--- config.mk ---
export PLATFORM = sky130hd
export DESIGN_NAME = wb_stage_flat
export DESIGN_NICKNAME = d
export VERILOG_FILES = /design/src/rtl/wb_stage_if.sv /design/src/rtl/wb_stage.sv /design/src/flat_wrapper.sv
export SDC_FILE = /design/constraint.sdc
export NUM_CORES = 1
export LEC_CHECK = 0
export ABC_AREA = 1
export ABC_CLOCK_PERIOD_IN_PS = 5400
export BUFFER_PORTS_ARGS = -buffer_cell sky130_fd_sc_hd__buf_2
export CAP_MARGIN = 0
export CELL_PAD_IN_SITES_DETAIL_PLACEMENT = 2
export CELL_PAD_IN_SITES_GLOBAL_PLACEMENT = 2
export CORE_MARGIN = 2
export CORE_UTILIZATION = 29
export CTS_BUF_LIST = sky130_fd_sc_hd__clkbuf_16
export CTS_CLUSTER_DIAMETER = 30
export DETAILED_ROUTE_END_ITERATION = 10
export MAX_ROUTING_LAYER = met4
export PLACE_DENSITY_LB_ADDON = 0.1
export SETUP_SLACK_MARGIN = 0.05
export SYNTH_ARGS = -nofsm -noshare
export SYNTH_HDL_FRONTEND = slang
export SYNTH_SLANG_ARGS = --single-unit
--- constraint.sdc ---
create_clock -name clk -period 5.4 [get_ports clk]
set_input_delay 0.27 -clock clk [delete_from_list [all_inputs] [get_ports clk]]
set_output_delay 0.27 -clock clk [all_outputs]
set_load 0.02 [all_outputs]
--- src/rtl/wb_stage_if.sv ---
// Memory-stage / data-memory / register-file bundle seen by the write-back stage.
// The master modport is the pipeline side; the slave modport is wb_stage itself.
interface wb_stage_if #(
    parameter int CNT_W = 32
);
    logic             m_valid;
    logic             m_ready;
    logic             m_regwrite;
    logic [4:0]       m_rd;
    logic [1:0]       m_wdsel;
    logic [31:0]      m_alu_result;
    logic [31:0]      m_pc_plus4;
    logic [2:0]       m_funct3;
    logic             dm_rvalid;
    logic [31:0]      dm_rdata;
    logic             rf_we;
    logic [4:0]       rf_a3;
    logic [31:0]      rf_wd;
    logic             fwd_valid;
    logic             ld_err;
    logic [CNT_W-1:0] retire_cnt;

    modport master (
        output m_valid, m_regwrite, m_rd, m_wdsel, m_alu_result, m_pc_plus4, m_funct3,
        output dm_rvalid, dm_rdata,
        input  m_ready, rf_we, rf_a3, rf_wd, fwd_valid, ld_err, retire_cnt
    );

    modport slave (
        input  m_valid, m_regwrite, m_rd, m_wdsel, m_alu_result, m_pc_plus4, m_funct3,
        input  dm_rvalid, dm_rdata,
        output m_ready, rf_we, rf_a3, rf_wd, fwd_valid, ld_err, retire_cnt
    );
endinterface

--- src/rtl/wb_stage.sv ---
// Write-back stage: result select, load align/extend with timeout, register-file write port.
// Latency 1 cycle for non-loads, response+1 for loads; m_ready drops only while a load waits.
module wb_stage #(
    parameter int TIMEOUT_W = 8,
    parameter int CNT_W     = 32
) (
    input  logic      clk,
    input  logic      rst,
    wb_stage_if.slave bus
);
    typedef enum logic [1:0] {S_IDLE = 2'd0, S_WB = 2'd1, S_WAIT = 2'd2} state_t;

    state_t               r_state;
    state_t               w_next;

    logic                 r_ld_regwrite;
    logic [4:0]           r_ld_rd;
    logic [2:0]           r_ld_funct3;
    logic [1:0]           r_ld_addr;
    logic [TIMEOUT_W-1:0] r_wait_cnt;

    logic                 r_we;
    logic [4:0]           r_a3;
    logic [31:0]          r_wd;
    logic                 r_err;
    logic [CNT_W-1:0]     r_retire;

    logic                 w_accept;
    logic                 w_is_load;
    logic [TIMEOUT_W-1:0] w_cnt_inc;
    logic                 w_timeout;
    logic                 w_ld_done;
    logic [7:0]           w_byte;
    logic [15:0]          w_half;
    logic [31:0]          w_ld_data;
    logic                 w_ld_bad;

    assign w_accept  = bus.m_valid && (r_state != S_WAIT);
    assign w_is_load = (bus.m_wdsel == 2'b01);
    assign w_cnt_inc = r_wait_cnt + 1'b1;
    assign w_timeout = (w_cnt_inc == {TIMEOUT_W{1'b1}});
    assign w_ld_done = (r_state == S_WAIT) && (bus.dm_rvalid || w_timeout);

    // State register
    always_ff @(posedge clk) begin
        if (rst) begin
            r_state <= S_IDLE;
        end else begin
            r_state <= w_next;
        end
    end

    // Next-state logic
    always_comb begin
        w_next = r_state;
        case (r_state)
            S_IDLE, S_WB: begin
                if (w_accept) begin
                    w_next = w_is_load ? S_WAIT : S_WB;
                end else begin
                    w_next = S_IDLE;
                end
            end
            S_WAIT: begin
                if (bus.dm_rvalid || w_timeout) begin
                    w_next = S_WB;
                end
            end
            default: w_next = S_IDLE;
        endcase
    end

    // Output logic: write-port strobes exist only in the WB cycle
    always_comb begin
        bus.m_ready    = (r_state != S_WAIT);
        bus.rf_we      = (r_state == S_WB) && r_we;
        bus.fwd_valid  = (r_state == S_WB) && r_we;
        bus.ld_err     = (r_state == S_WB) && r_err;
        bus.rf_a3      = r_a3;
        bus.rf_wd      = r_wd;
        bus.retire_cnt = r_retire;
    end

    assign w_byte = bus.dm_rdata[{r_ld_addr, 3'b000} +: 8];
    assign w_half = r_ld_addr[1] ? bus.dm_rdata[31:16] : bus.dm_rdata[15:0];

    always_comb begin
        w_ld_data = 32'd0;
        w_ld_bad  = 1'b0;
        case (r_ld_funct3)
            3'b000: w_ld_data = {{24{w_byte[7]}}, w_byte};
            3'b001: begin
                w_ld_data = {{16{w_half[15]}}, w_half};
                w_ld_bad  = r_ld_addr[0];
            end
            3'b010: begin
                w_ld_data = bus.dm_rdata;
                w_ld_bad  = (r_ld_addr != 2'b00);
            end
            3'b100: w_ld_data = {24'd0, w_byte};
            3'b101: begin
                w_ld_data = {16'd0, w_half};
                w_ld_bad  = r_ld_addr[0];
            end
            default: w_ld_bad = 1'b1;
        endcase
    end

    always_ff @(posedge clk) begin
        if (rst) begin
            r_ld_regwrite <= 1'b0;
            r_ld_rd       <= 5'd0;
            r_ld_funct3   <= 3'd0;
            r_ld_addr     <= 2'd0;
            r_wait_cnt    <= '0;
        end else if (w_accept && w_is_load) begin
            r_ld_regwrite <= bus.m_regwrite;
            r_ld_rd       <= bus.m_rd;
            r_ld_funct3   <= bus.m_funct3;
            r_ld_addr     <= bus.m_alu_result[1:0];
            r_wait_cnt    <= '0;
        end else if ((r_state == S_WAIT) && !bus.dm_rvalid) begin
            r_wait_cnt    <= w_cnt_inc;
        end
    end

    // A timed-out or faulty load retires with a zero, unwritten result
    always_ff @(posedge clk) begin
        if (rst) begin
            r_we  <= 1'b0;
            r_a3  <= 5'd0;
            r_wd  <= 32'd0;
            r_err <= 1'b0;
        end else if (w_accept && !w_is_load) begin
            r_we  <= bus.m_regwrite && (bus.m_rd != 5'd0);
            r_a3  <= bus.m_rd;
            r_wd  <= (bus.m_wdsel == 2'b10) ? bus.m_pc_plus4 : bus.m_alu_result;
            r_err <= 1'b0;
        end else if (w_ld_done) begin
            r_we  <= bus.dm_rvalid && !w_ld_bad && r_ld_regwrite && (r_ld_rd != 5'd0);
            r_a3  <= r_ld_rd;
            r_wd  <= (bus.dm_rvalid && !w_ld_bad) ? w_ld_data : 32'd0;
            r_err <= !bus.dm_rvalid || w_ld_bad;
        end
    end

    // Counted on entry to WB so the WB cycle already shows its own retirement
    always_ff @(posedge clk) begin
        if (rst) begin
            r_retire <= '0;
        end else if (w_next == S_WB) begin
            r_retire <= r_retire + 1'b1;
        end
    end
endmodule
--- src/flat_wrapper.sv ---
// flat-port wrapper written by rule: the top's interface ports become plain ports
module wb_stage_flat 
#(
    parameter int TIMEOUT_W = 8,
    parameter int CNT_W     = 32
)
  (clk, rst, bus_m_valid, bus_m_regwrite, bus_m_rd, bus_m_wdsel, bus_m_alu_result, bus_m_pc_plus4, bus_m_funct3, bus_dm_rvalid, bus_dm_rdata, bus_m_ready, bus_rf_we, bus_rf_a3, bus_rf_wd, bus_fwd_valid, bus_ld_err, bus_retire_cnt);
  wb_stage_if #(.CNT_W(CNT_W)) bus_i ();
  input  logic clk;
  input  logic rst;
  input wire logic [$bits(bus_i.m_valid)-1:0] bus_m_valid;
  input wire logic [$bits(bus_i.m_regwrite)-1:0] bus_m_regwrite;
  input wire logic [$bits(bus_i.m_rd)-1:0] bus_m_rd;
  input wire logic [$bits(bus_i.m_wdsel)-1:0] bus_m_wdsel;
  input wire logic [$bits(bus_i.m_alu_result)-1:0] bus_m_alu_result;
  input wire logic [$bits(bus_i.m_pc_plus4)-1:0] bus_m_pc_plus4;
  input wire logic [$bits(bus_i.m_funct3)-1:0] bus_m_funct3;
  input wire logic [$bits(bus_i.dm_rvalid)-1:0] bus_dm_rvalid;
  input wire logic [$bits(bus_i.dm_rdata)-1:0] bus_dm_rdata;
  output wire logic [$bits(bus_i.m_ready)-1:0] bus_m_ready;
  output wire logic [$bits(bus_i.rf_we)-1:0] bus_rf_we;
  output wire logic [$bits(bus_i.rf_a3)-1:0] bus_rf_a3;
  output wire logic [$bits(bus_i.rf_wd)-1:0] bus_rf_wd;
  output wire logic [$bits(bus_i.fwd_valid)-1:0] bus_fwd_valid;
  output wire logic [$bits(bus_i.ld_err)-1:0] bus_ld_err;
  output wire logic [$bits(bus_i.retire_cnt)-1:0] bus_retire_cnt;
  assign bus_i.m_valid = bus_m_valid;
  assign bus_i.m_regwrite = bus_m_regwrite;
  assign bus_i.m_rd = bus_m_rd;
  assign bus_i.m_wdsel = bus_m_wdsel;
  assign bus_i.m_alu_result = bus_m_alu_result;
  assign bus_i.m_pc_plus4 = bus_m_pc_plus4;
  assign bus_i.m_funct3 = bus_m_funct3;
  assign bus_i.dm_rvalid = bus_dm_rvalid;
  assign bus_i.dm_rdata = bus_dm_rdata;
  assign bus_m_ready = bus_i.m_ready;
  assign bus_rf_we = bus_i.rf_we;
  assign bus_rf_a3 = bus_i.rf_a3;
  assign bus_rf_wd = bus_i.rf_wd;
  assign bus_fwd_valid = bus_i.fwd_valid;
  assign bus_ld_err = bus_i.ld_err;
  assign bus_retire_cnt = bus_i.retire_cnt;
  wb_stage #(.TIMEOUT_W(TIMEOUT_W), .CNT_W(CNT_W)) u_core (.clk(clk), .rst(rst), .bus(bus_i));
endmodule
# Yosys cells after proc, flatten, opt, wreduce, memory -nomap -nowiden

Cells that the tools add are included.

Reduce and logical (&&, ||, !) cells: 27
Add/subtract/negate cells: 2
Eq/ne operators: 11
Shift operators: 1
Mux-type cells: 15

Operators by type and width:

| cell                                          | number |
|---|---|
| one-hot mux 32 bit (5 select lines)           | 1 |
| two-way mux 32 bit                            | 4 |
| adder 32 x 1 -> 32 bit, second input constant | 1 |
| indexed part select 32 x 6 -> 8 bit           | 1 |
| two-way mux 16 bit                            | 1 |
| logical AND 1 bit                             | 11 |
| two-way mux 5 bit                             | 2 |
| nonzero test 5 bit                            | 2 |
| OR reduction 2 bit                            | 5 |
| adder 8 x 1 -> 8 bit, second input constant   | 1 |
| == test 8 bit, second input constant          | 1 |
| == test 2 x 1 -> 1 bit, second input constant | 3 |
| == test 3 bit, second input constant          | 2 |
| two-way mux 2 bit                             | 3 |
| == test 2 bit, second input constant          | 2 |
| one-hot mux 2 bit (2 select lines)            | 1 |
| nonzero test 2 bit                            | 2 |
| == test 3 x 1 -> 1 bit, second input constant | 1 |
| == test 3 x 2 -> 1 bit, second input constant | 1 |
| logical NOT 1 bit                             | 3 |
| logical NOT 3 bit                             | 1 |
| one-hot mux 1 bit (3 select lines)            | 1 |
| logical NOT 2 bit                             | 1 |
| logical OR 1 bit                              | 2 |
| other kinds (2)                               | 3 |

Word-level logic and storage cells: 67
Output and inout bits: 73
Bits of input ports: 111
Flip-flop bits (word level): 92

# Depth between registers and ports, before layout

Depth in word-level cells: 9
Gate-level depth with buffers: 16
Mapped depth without buffers: 15

# Worst setup path after synthesis

OpenSTA, ideal clock, no wires.

Kind: reg-to-reg
Start point: register u_core.r_wait_cnt[1]
End point: register u_core.r_retire[21], in the netlist u_core.bus.retire_cnt[21]
Cell stages (with the launch flop): 15
Clock period less this slack: 1.727 ns
Path buffers: 2
Path slack: 3.673 ns
Setup time: 0.132 ns
Arrival: 1.595 ns
Data required time: 5.268 ns
Cells stage by stage: dfxtp_1 > ha_1 > nand2_2 > nor2_1 > nand2_1 > nand2_1 > nand2_1 > nor2_1 > nand2_1 > nand2_2 > nand2_4 > buf_6 > buf_8 > nand3_2 > a21oi_1

Cells in the longest elaborated chain, start to end: 6

RTL lines:

| item                               | line            | RTL |
|---|---|---|
| start, declared                    | wb_stage.sv:20  | `logic [TIMEOUT_W-1:0] r_wait_cnt;` |
| start signal, assigned             | wb_stage.sv:123 | `r_wait_cnt <= w_cnt_inc;` |
| adder 8 x 1 -> 8 bit               | wb_stage.sv:40  | `assign w_cnt_inc = r_wait_cnt + 1'b1;` |
| == test 8 bit                      | wb_stage.sv:41  | `assign w_timeout = (w_cnt_inc == {TIMEOUT_W{1'b1}});` |
| logical OR 1 bit                   | wb_stage.sv:65  | `if (bus.dm_rvalid \|\| w_timeout) begin` |
| two-way mux 2 bit                  | wb_stage.sv:65  |  |
| one-hot mux 2 bit (2 select lines) | wb_stage.sv:56  | `case (r_state)` |
| == test 2 x 1 -> 1 bit             | wb_stage.sv:151 | `end else if (w_next == S_WB) begin` |
| end signal, assigned               | wb_stage.sv:152 | `r_retire <= r_retire + 1'b1;` |
| end, declared                      | wb_stage.sv:26  | `logic [CNT_W-1:0] r_retire;` |

No other way between the ends.
A chain may end at the register's enable or synchronous reset.

# Worst setup path after layout

Start point: register u_core.r_wait_cnt[1]
End point: register u_core.r_retire[14], in the netlist u_core.bus.retire_cnt[14]

The elaborated chain is that of the path after synthesis.

==> results.ini <==
[synthesis]
synth_area_sq_um = 5940
syn-num-nets = 1032
synth_seq_area_share_pct = 31.0
yosys.area.top_type = dfxtp_1
ys_warn_count = 0
synthTopCellsByArea = dfxtp_1 (31%), nand2_1 (17%), a21oi_1 (8.2%), nand3_1 (7.7%), nor2_1 (4.2%)
yosys.cell_types.count = 37
avgSynthCellArea_sq_um = 6.47
synthCells = 918
ys_seq_elements = 92
synth_top_area_share_pct = 31.0

[layout]
multiInputGateArea_sq_um = 3570
drive_above_1_share_pct = 23.8
fin_nets = 1182
area_growth_pct = 22.2
regArea_sq_um = 1840
fill_cells = 2561
fin_area_sq_um = 7260
stdcell_count = 1344

[sta]
finalCriticalPeriod_ns = 2.96
setup_viol_count_final = 0
finalCritPeriodShare_pct = 54.9
rsz0062_at_grt = no
setup_slack_ns = 2.44
fin_setup_tns_ns = 0
fin_skew_ns = 0.00928
fmax_mhz = 337
worst_pin_slew_ns = 1.12
maxSlewHeadroom_pct = 25.1
timing.final.hold_violations = 0
whs_ns = 0.202
drv_slew = 0

[critical_path]
critPathLaunchType = flip-flop
critical-path-max-stage-delay_ns = 0.64
startpoint = u_core.r_wait_cnt[1]
worstPathRequired_ns = 5.62
path_depth = 12
worstSetupEndpointType = flip-flop
r2r_setup_slack_ns = 2.44
cp_cell_sequence = ha_1 > nand2_2 > nor2_1 > nand3_1 > nand2_1 > nor2_1 > nand2_1 > nand2_2 > nand2_4 > nand2_2 > nand2_1 > a21oi_1
endpoint = u_core.bus.retire_cnt[14]
slowest_stage = nand2_2
crit_type = flip-flop to flip-flop
critPathTopFamily = simple AND/OR/NAND/NOR gates
rr_endpoint = u_core.bus.retire_cnt[14]
path_max_fanout = 69
timing.rr.start = u_core.r_wait_cnt[1]
cp.arrival_ns = 3.18
r2r_cells = 12
worst-path-buf-inv = 0

[grt]
track_usage_pct = 22.9
grt.overflow.total = 0
grt_max_degree = 70
antenna_found_initial = 1
grt_pass1_wl_microns = 38400
grt_pass1_vias = 7113

[drt]
drc_errors = 0
drtAntennaViolNets = 0
wl_per_cell_microns = 17.7
dr_total_vias = 6634
routed_wl_microns = 23800
firstDrtPassIters = 4
first_iter_violations = 225
viasPerCell = 4.94

[place]
place.gp.congestion = 0.819
io_buffers = 183
pre_cts_slack_ns = 2.26
postPlaceCellArea_sq_um = 6950
dp_hpwl_microns = 18200
placed_cells = 1327

[outcome]
status = finished clean

[floorplan]
die_x_microns = 147
core-area_sq_um = 20200
die-area_sq_um = 21700
initial_utilization_pct = 29.5
die_height_microns = 147
fp-row-count = 52
io-pin-count = 184

[clock_network]
cts.clk_slew.worst_paths_ns = 0.08
clock_latency_ns = 0.35
cts_tree = yes
cts_root_buffer = clkbuf_16
ctsResizeCount = 0
postCtsHoldBufs = 0
cts_sinks = 92
cts_htree_levels = 3
numCtsBuffers = 9
clockBufferDepth = 2
cts_setup_buffers = 0

[flow_run]
max_cap_violations = 0

[pwr]
vdd_drop_max_v = 0.000123
power_density_nw_per_um2 = 242
power.leakage_nw = 3.27

[hold_path]
worstHoldStart = bus_m_regwrite
hp-class = input pin to flip-flop

[cell type report]
cell class,count,area share (%)
multi-input cells,710,49.1
flip-flops and latches,92,25.4
repair buffers,188,13.1
well taps,270,4.65
inverters,67,3.46
clock buffers,9,3.10
clock inverters,7,1.12
diodes,1,0.0345
[where the power goes]
part           switching [W]  total, W  internal (W)
clock               0.000320  0.000688      0.000368
sequential         0.0000188  0.000723      0.000704
combinational       0.000231  0.000348      0.000117
[layout by cell type (no fill, tap or decap), types with 5 or more instances in the layout]
master	synthesis	routed
buf_4	4	5
inv_1	63	63
nand3_2	14	14
nor3_1	19	19
or2_2	7	7
xnor2_1	14	14
o21ai_0	44	44
mux2_2	19	19
xor2_1	16	16
nand3_1	92	92
dfxtp_1	92	92
o211ai_1	10	10
nor2_1	66	66
nand2_1	273	273
clkbuf_16	0	9
nand4_1	7	7
buf_2	14	183
a21oi_1	97	97
[layer usage]
metal	GRT usage [%]	vias up	part of all wire (%)
li1	-	3313	-
met1	27.7	3176	45
met2	39.7	127	49
met3	4.19	18	3.9
met4	5.24	0	1.6
met5	-	-	0
[kinds of logic (layout without fill, tap and decap cells)]
kind of cell,after synthesis,after routing,share of synthesized area (%)
simple gates,493,493,36.6
compound gates,165,165,14.8
buf+inv,116,271,8.97
flops,92,92,31.0
xor+xnor,30,30,4.42
mux,19,19,3.60
fa+ha+maj,3,3,0.632
other cells,0,1,0
[flip-flops by register name, summed over array words and instances (netlist names)]
name / flops
u_core.bus.retire_cnt: 32
u_core.bus.rf_a3: 5
u_core.bus.rf_wd: 32
u_core.r_err: 1
u_core.r_ld_addr: 2
u_core.r_ld_funct3: 3
u_core.r_ld_rd: 5
u_core.r_ld_regwrite: 1
u_core.r_state: 2
u_core.r_wait_cnt: 8
u_core.r_we: 1
[stage by stage]
| stage | total power (W) | util [%] |
|---|---|---|
| 3_3_place_gp | 0.00109 | 34.5 |
| 5_1_grt | 0.00186 | 36.0 |
| 6_report | 0.00176 | 36.0 |
| 3_5_place_dp | 0.00109 | 34.5 |
| 2_1_floorplan | 0.000957 | - |
| 4_1_cts | 0.00178 | 36.0 |
[tightest hold or removal path: stages]
cell	delay, ns
buf_2	0.10
o21ai_0	0.08
nor2_1	0.08
[synthesized netlist by cell type, drive strengths merged]
master / number
nor2: 68
nand2: 279
clkbuf: 20
nor3b: 2
inv: 66
o21ai: 48
a21oi: 97
buf: 29
o31ai: 1
clkinv: 1
xnor2: 14
ha: 3
o21bai: 2
and3: 1
o221ai: 4
nand3b: 3
o22ai: 3
nor3: 20
dfxtp: 92
or2: 7
o211ai: 10
nand4: 7
mux2: 19
nand3: 106
xor2: 16
[worst min-delay path by stage]
| stage | endpoint | slack [ns] | cells after the start |
|---|---|---|---|
| after floorplan | u_core.r_ld_rd[0] | 0.43 | 2 |
| after global placement | u_core.bus.rf_wd[20] | 0.46 | 2 |
| after detailed placement | u_core.bus.rf_wd[16] | 0.48 | 2 |
| after CTS | u_core.r_ld_funct3[1] | 0.19 | 3 |
| after global routing | u_core.r_ld_regwrite | 0.23 | 3 |
| final | u_core.r_ld_regwrite | 0.20 | 3 |
Note: power is estimated with default switching activity, not from simulation.
